**src/rtl/invaders_pkg.sv**
```systemverilog
// Shared types and screen geometry for the invaders game blocks.
// Missile slot states and screen bounds live here.
package invaders_pkg;

  localparam int SCREEN_W = 640;
  localparam int SCREEN_H = 480;

  typedef enum logic [1:0] {
    IDLE    = 2'd0,
    FLYING  = 2'd1,
    EXPLODE = 2'd2
  } missile_state_t;

endpackage

```
**src/rtl/pmissile_controller_if.sv**
```systemverilog
// Bus between ship/collision logic and the player missile controller.
// Master drives fire/position/hits; slave returns missile sprites.
interface pmissile_controller_if #(
  parameter int N = 2
);
  logic            pmissile_create;
  logic [9:0]      player_x;
  logic [N-1:0]    hit_mask;
  logic [10*N-1:0] missile_x;
  logic [10*N-1:0] missile_y;
  logic [N-1:0]    missile_active;
  logic [N-1:0]    missile_exploding;
  logic            shot_fired;

  modport master (
    output pmissile_create, player_x, hit_mask,
    input  missile_x, missile_y, missile_active,
    input  missile_exploding, shot_fired
  );

  modport slave (
    input  pmissile_create, player_x, hit_mask,
    output missile_x, missile_y, missile_active,
    output missile_exploding, shot_fired
  );
endinterface

```
**src/rtl/pmissile_slot.sv**
```systemverilog
// One player missile: launch, upward stepping, hit explosion, retire.
// x is latched at launch and never follows the ship afterwards.
module pmissile_slot
  import invaders_pkg::*;
#(
  parameter int SPEED          = 8,
  parameter int LAUNCH_Y       = 440,
  parameter int Y_TOP          = 16,
  parameter int EXPLODE_FRAMES = 8
) (
  input  logic           vsync,
  input  logic           reset,
  input  logic           launch,
  input  logic [9:0]     launch_x,
  input  logic           hit,
  output logic [9:0]     x,
  output logic [9:0]     y,
  output missile_state_t state
);

  localparam int EW =
    (EXPLODE_FRAMES > 1) ? $clog2(EXPLODE_FRAMES) : 1;

  missile_state_t state_n;
  logic [9:0]     x_n;
  logic [9:0]     y_n;
  logic [EW-1:0]  cnt, cnt_n;

  always_ff @(posedge vsync or posedge reset) begin
    if (reset) begin
      state <= IDLE;
      x     <= '0;
      y     <= '0;
      cnt   <= '0;
    end else begin
      state <= state_n;
      x     <= x_n;
      y     <= y_n;
      cnt   <= cnt_n;
    end
  end

  // Retire test runs before the subtract so y never wraps.
  always_comb begin
    state_n = state;
    x_n     = x;
    y_n     = y;
    cnt_n   = cnt;
    unique case (state)
      IDLE: begin
        if (launch) begin
          state_n = FLYING;
          x_n     = launch_x;
          y_n     = 10'(LAUNCH_Y);
        end
      end
      FLYING: begin
        if (hit) begin
          state_n = EXPLODE;
          cnt_n   = '0;
        end else if (y < 10'(Y_TOP + SPEED)) begin
          state_n = IDLE;
        end else begin
          y_n = y - 10'(SPEED);
        end
      end
      EXPLODE: begin
        if (cnt == EW'(EXPLODE_FRAMES - 1)) begin
          state_n = IDLE;
        end else begin
          cnt_n = cnt + 1'b1;
        end
      end
      default: state_n = IDLE;
    endcase
  end

endmodule

```
**src/rtl/pmissile_controller.sv**
```systemverilog
// Player missile controller: fire edge detect, cooldown, slot pick.
// Slots step once per vsync; outputs packed for renderer/collision.
module pmissile_controller
  import invaders_pkg::*;
#(
  parameter int NUM_MISSILES   = 2,
  parameter int SPEED          = 8,
  parameter int COOLDOWN       = 15,
  parameter int X_OFFSET       = 15,
  parameter int LAUNCH_Y       = 440,
  parameter int Y_TOP          = 16,
  parameter int EXPLODE_FRAMES = 8
) (
  input  logic vsync,
  input  logic reset,
  pmissile_controller_if.slave bus
);

  localparam int CW = $clog2(COOLDOWN + 1);

  missile_state_t          st [NUM_MISSILES];
  logic [9:0]              sx [NUM_MISSILES];
  logic [9:0]              sy [NUM_MISSILES];
  logic [NUM_MISSILES-1:0] free_sel;
  logic [NUM_MISSILES-1:0] launch;
  logic                    any_idle;
  logic                    accept;
  logic                    fire_prev;
  logic [CW-1:0]           cooldown;
  logic [10:0]             x_sum;
  logic [9:0]              launch_x;

  // Lowest-index slot idle at frame start wins.
  always_comb begin
    free_sel = '0;
    any_idle = 1'b0;
    for (int i = 0; i < NUM_MISSILES; i++) begin
      if (st[i] == IDLE && !any_idle) begin
        free_sel[i] = 1'b1;
        any_idle    = 1'b1;
      end
    end
  end

  assign accept = bus.pmissile_create && !fire_prev
               && (cooldown == '0) && any_idle;
  assign launch = accept ? free_sel : '0;

  assign x_sum    = {1'b0, bus.player_x} + 11'(X_OFFSET);
  assign launch_x = (x_sum > 11'(SCREEN_W - 1))
                  ? 10'(SCREEN_W - 1) : x_sum[9:0];

  // fire_prev resets high so a key held through reset does not fire.
  always_ff @(posedge vsync or posedge reset) begin
    if (reset) begin
      fire_prev      <= 1'b1;
      cooldown       <= '0;
      bus.shot_fired <= 1'b0;
    end else begin
      fire_prev      <= bus.pmissile_create;
      bus.shot_fired <= accept;
      if (accept)
        cooldown <= CW'(COOLDOWN);
      else if (cooldown != '0)
        cooldown <= cooldown - 1'b1;
    end
  end

  for (genvar i = 0; i < NUM_MISSILES; i++) begin : g_slot
    pmissile_slot #(
      .SPEED          (SPEED),
      .LAUNCH_Y       (LAUNCH_Y),
      .Y_TOP          (Y_TOP),
      .EXPLODE_FRAMES (EXPLODE_FRAMES)
    ) u_slot (
      .vsync    (vsync),
      .reset    (reset),
      .launch   (launch[i]),
      .launch_x (launch_x),
      .hit      (bus.hit_mask[i]),
      .x        (sx[i]),
      .y        (sy[i]),
      .state    (st[i])
    );

    assign bus.missile_x[10*i +: 10]  = sx[i];
    assign bus.missile_y[10*i +: 10]  = sy[i];
    assign bus.missile_active[i]    = (st[i] == FLYING);
    assign bus.missile_exploding[i] = (st[i] == EXPLODE);
  end

endmodule
```
**src/flat_wrapper.sv**
```systemverilog
// flat-port wrapper written by rule: the top's interface ports become plain ports
module pmissile_controller_flat import invaders_pkg::*;
#(
  parameter int NUM_MISSILES   = 2,
  parameter int SPEED          = 8,
  parameter int COOLDOWN       = 15,
  parameter int X_OFFSET       = 15,
  parameter int LAUNCH_Y       = 440,
  parameter int Y_TOP          = 16,
  parameter int EXPLODE_FRAMES = 8
)
  (vsync, reset, bus_pmissile_create, bus_player_x, bus_hit_mask, bus_missile_x, bus_missile_y, bus_missile_active, bus_missile_exploding, bus_shot_fired);
  pmissile_controller_if bus_i ();
  input  logic vsync;
  input  logic reset;
  input wire logic [$bits(bus_i.pmissile_create)-1:0] bus_pmissile_create;
  input wire logic [$bits(bus_i.player_x)-1:0] bus_player_x;
  input wire logic [$bits(bus_i.hit_mask)-1:0] bus_hit_mask;
  output wire logic [$bits(bus_i.missile_x)-1:0] bus_missile_x;
  output wire logic [$bits(bus_i.missile_y)-1:0] bus_missile_y;
  output wire logic [$bits(bus_i.missile_active)-1:0] bus_missile_active;
  output wire logic [$bits(bus_i.missile_exploding)-1:0] bus_missile_exploding;
  output wire logic [$bits(bus_i.shot_fired)-1:0] bus_shot_fired;
  assign bus_i.pmissile_create = bus_pmissile_create;
  assign bus_i.player_x = bus_player_x;
  assign bus_i.hit_mask = bus_hit_mask;
  assign bus_missile_x = bus_i.missile_x;
  assign bus_missile_y = bus_i.missile_y;
  assign bus_missile_active = bus_i.missile_active;
  assign bus_missile_exploding = bus_i.missile_exploding;
  assign bus_shot_fired = bus_i.shot_fired;
  pmissile_controller #(.NUM_MISSILES(NUM_MISSILES), .SPEED(SPEED), .COOLDOWN(COOLDOWN), .X_OFFSET(X_OFFSET), .LAUNCH_Y(LAUNCH_Y), .Y_TOP(Y_TOP), .EXPLODE_FRAMES(EXPLODE_FRAMES)) u_core (.vsync(vsync), .reset(reset), .bus(bus_i));
endmodule
```
**config.mk**
```make
export PLATFORM = sky130hd
export DESIGN_NAME = pmissile_controller_flat
export DESIGN_NICKNAME = d
export VERILOG_FILES = /design/src/rtl/invaders_pkg.sv /design/src/rtl/pmissile_controller_if.sv /design/src/rtl/pmissile_slot.sv /design/src/rtl/pmissile_controller.sv /design/src/flat_wrapper.sv
export SDC_FILE = /design/constraint.sdc
export NUM_CORES = 1
export LEC_CHECK = 0
export ABC_AREA = 0
export BUFFER_PORTS_ARGS = -buffer_cell sky130_fd_sc_hd__buf_2
export CAP_MARGIN = 0
export CORE_ASPECT_RATIO = 1.25
export CORE_MARGIN = 2
export CORE_UTILIZATION = 23
export CTS_CLUSTER_DIAMETER = 30
export DETAILED_ROUTE_END_ITERATION = 12
export PLACE_DENSITY = 0.48
export SETUP_SLACK_MARGIN = 0.3
export SLEW_MARGIN = 25
export SYNTH_ARGS = -nofsm -noshare
export SYNTH_HDL_FRONTEND = slang
export SYNTH_SLANG_ARGS = --single-unit
export TNS_END_PERCENT = 50
```
**constraint.sdc**
```tcl
create_clock -name vsync -period 2.95 [get_ports vsync]
set_input_delay 0.4425 -clock vsync [delete_from_list [all_inputs] [get_ports vsync]]
set_output_delay 0.4425 -clock vsync [all_outputs]
set_load 0.02 [all_outputs]
```
==> impl_metrics.py, run 1 <==
metrics = {
    "synthesis": {
        "postSynthCellCount": 270,
        "synthTopCellsByCount": "49 x sky130_fd_sc_hd__dfrtp_1, 38 x sky130_fd_sc_hd__nand2_1, 30 x sky130_fd_sc_hd__nor2_1",
        "synth_enable_flop_cells": 0,
        "mappedNetlistArea_um2": 2597,
        "dominantRegCellSynth": "sky130_fd_sc_hd__dfrtp_1",
        "yosys-top-cells-area": "sky130_fd_sc_hd__dfrtp_1 47%, sky130_fd_sc_hd__nand2_1 5.5%, sky130_fd_sc_hd__nor2_1 4.3%",
        "synth_most_common_cell": "sky130_fd_sc_hd__dfrtp_1",
        "synth_seq_area_share": 0.4822,
        "synth_top_area_cell": "sky130_fd_sc_hd__dfrtp_1",
        "synth_top_area_share": 0.4721,
        "synthArstFlopShare": 1.000,
        "post_synth_num_cell_types": 49,
        "ys.warnings.count": 0,
        "synthesis.area_per_instance_um2": 9.620,
        "synth.ff_latch_count": 50,
    },
    "clocking": {
        "clk-insertion-delay-late_ps": 290,
        "root_driver": "sky130_fd_sc_hd__clkbuf_16",
        "post_cts_resized": 0,
        "buffers_from_clock_root_to_sink_at_most": 2,
        "ctsHoldBuffers": 0,
        "tritoncts_clock_tree": "yes",
        "tritoncts.num_buffers": 5,
        "clkSlewWorstSetupHoldPaths_ps": 70,
        "cts_sinks": 50,
        "cts_max_level": 2,
        "post_cts_buffers": 0,
    },
    "critical_path": {
        "critPathLaunch": "u_core.cooldown[0]$_DFFE_PP0P_",
        "timing.critical_path.slowest_stage_cell": "sky130_fd_sc_hd__or4_1",
        "worstReg2RegStart": "u_core.cooldown[0]$_DFFE_PP0P_",
        "path_max_fanout": 8,
        "reg2regPathDepth": 8,
        "r2r-end": "u_core.g_slot[0].u_slot.y[7]$_DFFE_PP0P_",
        "critPathMaxStageDelay_ps": 400,
        "worstSetupStartpointType": "flop",
        "worstSetupPathDepth": 8,
        "crit_required_ps": 3170,
        "critical_path_sink_type": "flop",
        "data_arrival_time_of_the_worst_path_ps": 2600,
        "critical-path-top-delay-family": "simple AND/OR/NAND/NOR gates",
        "timing_worst_setup_path_type": "reg -> reg",
        "ff2ff_setup_slack_ps": 570,
        "setup.worst_path.end": "u_core.g_slot[0].u_slot.y[7]$_DFFE_PP0P_",
        "crit_buf_inv": 1,
        "worstPathCellList": "inv_1 > ha_1 > or3b_1 > or3_4 > a21oi_4 > nand2_2 > or4_1 > nand3_1",
    },
    "flow_run": {
        "maxCapViolations": 0,
    },
    "power": {
        "final_power_w": 0.002982,
        "vdd_drop_max_mv": 0.2385,
        "power.density_nw_per_um2": 937.9,
        "static-leakage-power_nw": 1.553,
    },
    "detailed_routing": {
        "dr_total_vias": 2093,
        "wirelength_mm": 6.155,
        "via_per_inst": 4.491,
        "wire_per_inst_um": 13.21,
        "drt_first_iter_violations": 74,
        "detail_route.first_pass.iterations": 6,
        "route.detailed.drc": 0,
        "antenna_left": 0,
    },
    "sta": {
        "totalNegativeSetupSlack_ps": 0,
        "slew_headroom": 0.5662,
        "setup_viol": 0,
        "unrepaired_setup_endpoints_after_global_routing": "no",
        "finalCritPeriodShare": 0.8054,
        "tightest_slew_ps": 650.7,
        "final-max-slew-violation-count": 0,
        "finalClockSkew_ps": 4.720,
        "hold_violations": 0,
        "final_period_minus_worst_setup_slack_ps": 2376,
        "hold_ws_ps": 267.8,
        "fmaxAchievable_mhz": 420.9,
    },
    "final_layout": {
        "layout.cell_area.non_filler_um2": 3179,
        "antennaDiodeCount": 0,
        "fillerInstances": 1168,
        "finish.net_count": 353,
        "non_filler_instance_count_after_layout": 466,
        "layout-area-overhead-vs-synth_pct": 22.40,
        "multiInputGateArea_um2": 1247,
        "regArea_um2": 1252,
        "fraction_of_layout_cells_with_a_size_suffix_above_1": 0.2447,
    },
    "global_routing": {
        "grt_pass1_wl_mm": 10.16,
        "first_global_vias": 2037,
        "antenna_violations_before_repair": 0,
        "globalRouteTotalUtil": 0.1049,
        "grt.overflow.total": 0,
        "grt_max_degree": 51,
    },
    "placed_design": {
        "place.port_buffers": 53,
        "dpl.cell_count": 458,
        "placed_area_um2": 3028,
        "place_congestion": 0.8540,
        "detailed_place_hpwl_mm": 4.609,
    },
    "floorplanning": {
        "floorplan.die_area_um2": 12160,
        "placeableCoreArea_um2": 11030,
        "vert_die_dim_um": 122.8,
        "fp.dieW_um": 99.05,
        "fp-row-count": 43,
        "io_pins": 60,
        "initial_utilization": 0.2355,
    },
    "outcome": {
        "run_status": "finished clean",
    },
    "worst_hold_path": {
        "hold_class": "in -> reg",
    },
}
-- final cells by class --
cell class                      count  area share
Timing Repair Buffer               58     0.09524
Clock inverter                      2    0.003935
Inverter                           15     0.01771
Multi-Input combinational cell    200      0.3924
Tap cell                          135     0.05313
Sequential cell                    50      0.3939
Clock buffer                        6     0.04368
-- cell usage in the layout (no fill, tap or decap), types with 2 or more instances in the layout --
cell and instances:
sky130_fd_sc_hd__a21o_1 3, sky130_fd_sc_hd__a21oi_1 7, sky130_fd_sc_hd__a22o_1 2, sky130_fd_sc_hd__a31oi_1 14, sky130_fd_sc_hd__and3_1 2, sky130_fd_sc_hd__buf_2 53, sky130_fd_sc_hd__buf_4 5, sky130_fd_sc_hd__clkbuf_16 5
sky130_fd_sc_hd__conb_1 6, sky130_fd_sc_hd__dfrtp_1 49, sky130_fd_sc_hd__ha_1 8, sky130_fd_sc_hd__inv_1 14, sky130_fd_sc_hd__mux2_2 5, sky130_fd_sc_hd__nand2_1 38, sky130_fd_sc_hd__nand2b_1 3, sky130_fd_sc_hd__nand3_1 5
sky130_fd_sc_hd__nand3b_1 2, sky130_fd_sc_hd__nand4_1 3, sky130_fd_sc_hd__nand4b_1 3, sky130_fd_sc_hd__nor2_1 30, sky130_fd_sc_hd__nor2b_1 9, sky130_fd_sc_hd__nor3_1 7, sky130_fd_sc_hd__nor4_1 2, sky130_fd_sc_hd__nor4_2 2
sky130_fd_sc_hd__o211ai_1 3, sky130_fd_sc_hd__o21a_1 2, sky130_fd_sc_hd__o21ai_0 4, sky130_fd_sc_hd__o21ai_1 3, sky130_fd_sc_hd__or4_1 4, sky130_fd_sc_hd__xnor2_1 4, sky130_fd_sc_hd__xor2_1 11
-- worst register-to-register path, delay by kind of cell, from the launching register on --
family | cells | cell delay [ps]
compound gates | 1 | 260
fa+ha+maj | 1 | 220
buf+inv | 1 | 90
flops | 1 | 370
simple gates | 5 | 1370
-- metrics by stage --
stage / utilization / worst slack, ps
after CTS: 0.2883 / 548.7
after global placement: 0.2745 / 545.4
after floorplan: - / 739.8
after global routing: 0.2883 / 435.5
final: 0.2883 / 574.0
after detailed placement: 0.2745 / 417.7
-- per-layer routing --
layer | wire length, um | vias up | track usage | share of wire
li1 | - | 1046 | - | -
met1 | 2757 | 1001 | 0.1294 | 0.45
met2 | 3113 | 39 | 0.1744 | 0.51
met3 | 181 | 7 | 0.02449 | 0.029
met4 | 102 | 0 | 0.04709 | 0.017
met5 | 0 | - | 0 | 0
-- sequential cells by signal, indices dropped and copies added (netlist names) --
| name | flops |
|---|---|
| u_core.bus.shot_fired | 1 |
| u_core.cooldown | 4 |
| u_core.fire_prev | 1 |
| u_core.g_slot.u_slot.cnt | 6 |
| u_core.g_slot.u_slot.state | 4 |
| u_core.g_slot.u_slot.x | 20 |
| u_core.g_slot.u_slot.y | 14 |
-- report_power, final --
part	switching, W	internal [W]	total, W	leakage, nW
clock	0.000248	0.000336	0.000583	0.0729
sequential	0.000252	0.000969	0.00122	0.623
combinational	0.000711	0.000466	0.00118	0.857
-- worst min-delay path by stage --
stage | slack [ps] | cells past startpoint | end | from
2_1_floorplan | 450 | 0 | u_core.fire_prev$_DFF_PP1_ | bus_pmissile_create
3_5_place_dp | 470 | 1 | u_core.g_slot[0].u_slot.cnt[1]$_DFFE_PP0P_ | u_core.g_slot[0].u_slot.cnt[1]$_DFFE_PP0P_
3_3_place_gp | 460 | 2 | u_core.g_slot[1].u_slot.x[0]$_DFFE_PP0P_ | u_core.g_slot[1].u_slot.x[0]$_DFFE_PP0P_
5_1_grt | 250 | 1 | u_core.fire_prev$_DFF_PP1_ | bus_pmissile_create
6_report | 270 | 1 | u_core.fire_prev$_DFF_PP1_ | bus_pmissile_create
4_1_cts | 250 | 1 | u_core.fire_prev$_DFF_PP1_ | bus_pmissile_create
-- kinds of logic after synthesis --
family	count (synthesis)	share of synthesized area
AO/OA/AOI/OAI	45	0.1199
flip-flops	50	0.4822
other	1	0.001444
XOR/XNOR	15	0.05058
multiplexers	7	0.02986
AND/OR/NAND/NOR	119	0.2327
buffers and inverters	25	0.04479
adder cells (fa/ha/maj)	8	0.03854
(Power assumes the default switching activity.)
==> run 2, diff against run 1 <==
Settings changed: PLACE_DENSITY 0.48 to 0.49.
Clock period 2.95 ns to 1.95 ns, I/O delays scaled along.
==> impl_metrics.py, run 2 (synthesis gave the netlist of run 1 again) <==
metrics = {
    "outcome": {
        "run_status": "complete, but fails checks",
        "violated_checks": "setup timing",
    },
    "worst_hold_path": {
        "hold_class": "in -> async",
    },
    "power": {
        "vdd_drop_max_mv": 0.4182,
        "static-leakage-power_nw": 1.811,
        "power.density_nw_per_um2": 1373,
    },
    "final_layout": {
        "layout-area-overhead-vs-synth_pct": 43.26,
        "mostFrequentLayoutCells": "53 x sky130_fd_sc_hd__buf_2, 49 x sky130_fd_sc_hd__dfrtp_1, 29 x sky130_fd_sc_hd__nand2_1",
        "registers.top_by_ff_count": "u_core.g_slot.u_slot.x",
        "layout.cell_area.non_filler_um2": 3721,
        "layout_top_registers": "u_core.g_slot.u_slot.x: 20 flops, u_core.g_slot.u_slot.y: 14 flops, u_core.g_slot.u_slot.cnt: 6 flops",
        "final_util": 0.3374,
        "antennaDiodeCount": 0,
        "most_frequent_standard_cell_in_the_layout_excluding_fill_and_tap_cells": "sky130_fd_sc_hd__buf_2",
        "fillerInstances": 1137,
        "largest_register_ffs": 20,
        "fraction_of_layout_cells_with_a_size_suffix_above_1": 0.4076,
        "finish.net_count": 390,
    },
    "clocking": {
        "root_driver": "sky130_fd_sc_hd__clkbuf_16",
        "cts_max_level": 2,
        "tritoncts_clock_tree": "yes",
        "cts_sinks": 50,
        "clk-insertion-delay-late_ps": 300,
        "buffers_from_clock_root_to_sink_at_most": 2,
        "clkSlewWorstSetupHoldPaths_ps": 70,
        "tritoncts.num_buffers": 5,
    },
    "global_routing": {
        "first_global_vias": 2300,
        "grt_pass1_wl_mm": 11.25,
        "globalRouteTotalUtil": 0.1155,
        "grt.overflow.total": 0,
        "antenna_violations_before_repair": 0,
        "grt_max_degree": 28,
    },
    "critical_path": {
        "critPathMaxStageDelay_ps": 400,
        "timing.critical_path.slowest_stage_cell": "sky130_fd_sc_hd__or4_1",
        "worstSetupStartpointType": "flop",
        "critical_path_sink_type": "flop",
        "crit_buf_inv": 1,
        "path_max_fanout": 3,
        "data_arrival_time_of_the_worst_path_ps": 2330,
        "crit_required_ps": 2180,
        "critical-path-top-delay-family": "simple AND/OR/NAND/NOR gates",
        "worstPathCellList": "inv_2 > ha_4 > or3b_4 > or3_4 > a21oi_4 > nand2_2 > or4_1 > nand3_1",
        "timing_worst_setup_path_type": "reg -> reg",
    },
    "sta": {
        "final-max-slew-violation-count": 0,
        "worst_slack_ps": -151.2,
        "slew_headroom": 0.5874,
        "tightest_slew_ps": 618.0,
        "hold_ws_ps": 68.93,
        "fmaxAchievable_mhz": 475.9,
        "hold_violations": 0,
        "finalClockSkew_ps": 7.391,
        "unrepaired_setup_endpoints_after_global_routing": "yes",
        "finalCritPeriodShare": 1.078,
        "setup_viol": 7,
        "final_period_minus_worst_setup_slack_ps": 2101,
    },
    "flow_run": {
        "maxCapViolations": 0,
    },
    "placed_design": {
        "placed_area_um2": 3277,
        "place_congestion": 0.8155,
        "place.port_buffers": 53,
        "detailed_place_hpwl_mm": 4.934,
    },
    "floorplanning": {
        "placeableCoreArea_um2": 11030,
        "fp.dieW_um": 99.05,
        "floorplan.die_area_um2": 12160,
        "initial_utilization": 0.2355,
        "io_pins": 60,
        "vert_die_dim_um": 122.8,
        "fp-row-count": 43,
    },
    "detailed_routing": {
        "wire_per_inst_um": 13.61,
        "dr_total_vias": 2312,
        "route.detailed.drc": 0,
        "wirelength_mm": 6.845,
        "drt_first_iter_violations": 82,
        "via_per_inst": 4.596,
        "detail_route.first_pass.iterations": 4,
        "antenna_left": 0,
    },
}
[run 2: cell types whose count changed in the layout (fill, tap and decap cells not counted), moves of 3 or more]
cell	previous run	this run
sky130_fd_sc_hd__buf_6	0	11
sky130_fd_sc_hd__nand2_1	38	29
sky130_fd_sc_hd__buf_12	0	4
sky130_fd_sc_hd__nor2_1	30	23
sky130_fd_sc_hd__nor2_2	0	5
sky130_fd_sc_hd__buf_4	5	27
sky130_fd_sc_hd__nand3_1	5	2
sky130_fd_sc_hd__nand3_2	0	3
sky130_fd_sc_hd__nand2_2	1	9
[run 2: timing repair]
item,in CTS,in global routing
cloned,0,0
pin swaps,17,15
setup buffers,9,6
hold buffers,0,0
resized for setup,33,14
endpoints found under the setup margin,37,44
[run 2: where the power goes]
group / total (W) / switching (W) / internal, W / leakage [nW]
Clock: 0.000915 / 0.000423 / 0.000492 / 0.0763
Sequential: 0.00185 / 0.000386 / 0.00146 / 0.623
Combinational: 0.00234 / 0.00128 / 0.00107 / 1.11
[run 2: layer usage]
layer	share of wire	routed length [um]	GRT usage
met5	0	0	0
met4	0.021	143	0.04880
met3	0.029	198	0.01936
met2	0.52	3530	0.2002
met1	0.43	2971	0.1418
[run 2: metrics by stage]
stage          instances  setup WS (ps)  power [W]  setup TNS [ps]
2_1_floorplan        275         -173.1   0.003066          -404.6
3_5_place_dp         480         -147.1   0.003874           -1628
3_3_place_gp         480         -117.4   0.003847           -1535
6_report             503         -151.2   0.005109          -558.8
4_1_cts              497         -142.3   0.005028          -432.4
5_1_grt              503         -267.5   0.005498           -2706
[run 2: worst paths after layout]
check                           cells past startpoint  slack (ps)                                      from                                       end
worst max register to register                      8        -150            u_core.cooldown[1]$_DFFE_PP0P_  u_core.g_slot[0].u_slot.y[7]$_DFFE_PP0P_
min in group vsync                                  1         110                       bus_pmissile_create                u_core.fire_prev$_DFF_PP1_
worst max-delay path                                8        -150            u_core.cooldown[1]$_DFFE_PP0P_  u_core.g_slot[0].u_slot.y[7]$_DFFE_PP0P_
worst min register to register                      2         490  u_core.g_slot[1].u_slot.x[9]$_DFFE_PP0P_  u_core.g_slot[1].u_slot.x[9]$_DFFE_PP0P_
max in group asynchronous                           3        1340                                     reset  u_core.g_slot[0].u_slot.y[7]$_DFFE_PP0P_
worst min-delay path                                2          70                                     reset            u_core.cooldown[1]$_DFFE_PP0P_
[run 2: layout make-up]
cell class              count  area, um2  share of cell area
multi-input cells         200       1418              0.3810
repair buffers             95      671.9              0.1806
clock buffers               5      125.1             0.03362
clock inverters             3      28.78            0.007734
flip-flops and latches     50       1252              0.3366
inverters                  15      56.30             0.01513
well taps                 135      168.9             0.04539
==> run 3, diff against run 2 <==
Settings changed: CTS_BUF_LIST set to sky130_fd_sc_hd__clkbuf_8.
==> impl_metrics.py, run 3 (synthesis gave the netlist of run 1 again) <==
metrics = {
    "clocking": {
        "buffers_from_clock_root_to_sink_at_most": 2,
        "tritoncts.num_buffers": 5,
        "cts_max_level": 2,
        "tritoncts_clock_tree": "yes",
        "clk-insertion-delay-late_ps": 320,
        "cts_sinks": 50,
        "clkSlewWorstSetupHoldPaths_ps": 110,
        "root_driver": "sky130_fd_sc_hd__clkbuf_8",
    },
    "sta": {
        "final-max-slew-violation-count": 0,
        "finalCritPeriodShare": 1.075,
        "final_period_minus_worst_setup_slack_ps": 2096,
        "worst_slack_ps": -146.1,
        "finalClockSkew_ps": 12.26,
        "hold_violations": 0,
        "unrepaired_setup_endpoints_after_global_routing": "yes",
        "setup_viol": 4,
        "slew_headroom": 0.5884,
        "tightest_slew_ps": 616.6,
        "fmaxAchievable_mhz": 477.1,
    },
    "power": {
        "switching_share": 0.4257,
        "seqPwrFrac": 0.388,
        "static-leakage-power_nw": 1.773,
        "vdd_drop_max_mv": 0.4185,
        "power.share.combinational": 0.473,
        "p_int_w": 0.002754,
        "power.density_nw_per_um2": 1311,
        "p_clk_frac": 0.139,
        "power.net_switching_w": 0.002042,
    },
    "detailed_routing": {
        "dr_total_vias": 2286,
        "wire_per_inst_um": 13.40,
        "drt_first_iter_violations": 74,
        "wirelength_mm": 6.700,
        "antenna_left": 0,
        "via_per_inst": 4.572,
        "route.detailed.drc": 0,
        "detail_route.first_pass.iterations": 4,
    },
    "critical_path": {
        "critPathMaxStageDelay_ps": 400,
        "timing_worst_setup_path_type": "reg -> reg",
        "data_arrival_time_of_the_worst_path_ps": 2350,
        "timing.critical_path.slowest_stage_cell": "sky130_fd_sc_hd__dfrtp_1",
        "critical-path-top-delay-family": "simple AND/OR/NAND/NOR gates",
        "worstPathCellList": "inv_2 > ha_4 > or3b_4 > or3_4 > a21oi_4 > nand2_2 > or4_1 > nand3_1",
        "path_max_fanout": 3,
        "crit_required_ps": 2210,
        "worstSetupStartpointType": "flop",
        "critical_path_sink_type": "flop",
        "crit_buf_inv": 1,
    },
    "global_routing": {
        "first_global_vias": 2285,
        "grt_pass1_wl_mm": 11.10,
        "grt.overflow.total": 0,
        "globalRouteTotalUtil": 0.1136,
        "antenna_violations_before_repair": 0,
        "grt_max_degree": 28,
    },
    "floorplanning": {
        "io_pins": 60,
        "fp-row-count": 43,
        "floorplan.die_area_um2": 12160,
        "fp.dieW_um": 99.05,
        "initial_utilization": 0.2355,
        "placeableCoreArea_um2": 11030,
        "vert_die_dim_um": 122.8,
    },
    "worst_hold_path": {
        "hold_class": "in -> async",
    },
    "final_layout": {
        "fraction_of_layout_cells_with_a_size_suffix_above_1": 0.4137,
        "largest_register_ffs": 20,
        "layout.cell_area.non_filler_um2": 3657,
        "layout-area-overhead-vs-synth_pct": 40.80,
        "registers.top_by_ff_count": "u_core.g_slot.u_slot.x",
        "most_frequent_standard_cell_in_the_layout_excluding_fill_and_tap_cells": "sky130_fd_sc_hd__buf_2",
        "non_filler_instance_count_after_layout": 500,
        "finish.net_count": 387,
        "mostFrequentLayoutCells": "53 x sky130_fd_sc_hd__buf_2, 49 x sky130_fd_sc_hd__dfrtp_1, 27 x sky130_fd_sc_hd__buf_4",
        "layout_top_registers": "u_core.g_slot.u_slot.x: 20 flops, u_core.g_slot.u_slot.y: 14 flops, u_core.g_slot.u_slot.cnt: 6 flops",
        "fillerInstances": 1147,
        "antennaDiodeCount": 0,
    },
    "outcome": {
        "run_status": "complete, but fails checks",
        "violated_checks": "setup timing",
    },
    "placed_design": {
        "detailed_place_hpwl_mm": 4.934,
        "place_congestion": 0.8155,
        "preCtsSetupSlack_ps": -147.1,
        "place.port_buffers": 53,
        "placed_area_um2": 3277,
        "dpl.cell_count": 480,
    },
    "flow_run": {
        "maxCapViolations": 0,
    },
}
==> run 3: cell types whose count changed in the layout (fill, tap and decap cells not counted) <==
cell / delta
sky130_fd_sc_hd__clkbuf_16: -5
sky130_fd_sc_hd__clkbuf_8: +5
sky130_fd_sc_hd__buf_6: -4
sky130_fd_sc_hd__nand2_1: -3
sky130_fd_sc_hd__nand2_2: +3
sky130_fd_sc_hd__nor2_2: -2
sky130_fd_sc_hd__nor2_4: +2
sky130_fd_sc_hd__buf_8: +1
sky130_fd_sc_hd__nor3_1: -1
sky130_fd_sc_hd__nor3_2: +1
sky130_fd_sc_hd__o311ai_1: -1
sky130_fd_sc_hd__o311ai_2: +1
sky130_fd_sc_hd__xnor2_1: +1
sky130_fd_sc_hd__xnor2_2: -1
==> run 3: final cells by class <==
type / count / area [um2] / area share
clock inverter: 3 / 28.78 / 0.007869
multi-input combinational: 200 / 1440 / 0.3938
clock buffer: 5 / 68.82 / 0.01882
sequential: 50 / 1252 / 0.3425
tap: 135 / 168.9 / 0.04619
timing repair buffer: 92 / 641.9 / 0.1755
inverter: 15 / 56.30 / 0.01540
==> run 3: what timing repair did <==
item | CTS | global route
endpoints found under the setup margin | 37 | 44
resized for setup | 32 | 19
buffers inserted | 9 | 3
hold buffers | 0 | 0
pin swaps | 16 | 17
==> run 3: power by group through the flow <==
stage,Sequential (W),Combinational (W),Clock (W)
final,0.00186,0.00227,0.000668
after global routing,0.00192,0.00251,0.000733
after CTS,0.00185,0.00223,0.000695
after detailed placement,0.00183,0.00204,0
after global placement,0.00183,0.00202,0
after floorplan,0.00218,0.000889,0
==> run 3: worst reg2reg max path: stages, from the launching register on <==
cell and delay (ps):
sky130_fd_sc_hd__dfrtp_1 400, sky130_fd_sc_hd__inv_2 80, sky130_fd_sc_hd__ha_4 130, sky130_fd_sc_hd__or3b_4 370, sky130_fd_sc_hd__or3_4 340, sky130_fd_sc_hd__a21oi_4 150
sky130_fd_sc_hd__nand2_2 70, sky130_fd_sc_hd__or4_1 400, sky130_fd_sc_hd__nand3_1 90
==> run 3: layer usage <==
metal  vias to the layer above  wire, um  share of wire  track usage
li1                       1119         -              -            -
met1                      1115      2893           0.43       0.1414
met2                        43      3461           0.52       0.1968
met3                         9       204          0.030      0.01708
met4                         0       141          0.021      0.04623
met5                         -         0              0            0
==> run 3: through the flow <==
stage / hold WS [ps] / power, W / util / setup TNS, ps
floorplan: 297.0 / 0.003066 / - / -404.6
global placement: 415.3 / 0.003847 / 0.2971 / -1535
detailed placement: 416.0 / 0.003874 / 0.2971 / -1628
CTS: 56.08 / 0.004774 / 0.3221 / -473.8
global route: 76.66 / 0.005170 / 0.3316 / -1110
finish: 33.20 / 0.004796 / 0.3316 / -419.3
==> run 3: final timing paths <==
kind	from	end	slack, ps	cells past startpoint
worst max-delay path	u_core.cooldown[1]$_DFFE_PP0P_	u_core.g_slot[0].u_slot.y[7]$_DFFE_PP0P_	-150	8
worst min-delay path	reset	u_core.cooldown[1]$_DFFE_PP0P_	30	2
worst max register to register	u_core.cooldown[1]$_DFFE_PP0P_	u_core.g_slot[0].u_slot.y[7]$_DFFE_PP0P_	-150	8
worst min register to register	u_core.g_slot[1].u_slot.x[9]$_DFFE_PP0P_	u_core.g_slot[1].u_slot.x[9]$_DFFE_PP0P_	500	2
max in group asynchronous	reset	u_core.g_slot[0].u_slot.y[9]$_DFFE_PP0P_	1360	3
min in group vsync	bus_pmissile_create	u_core.fire_prev$_DFF_PP1_	80	1
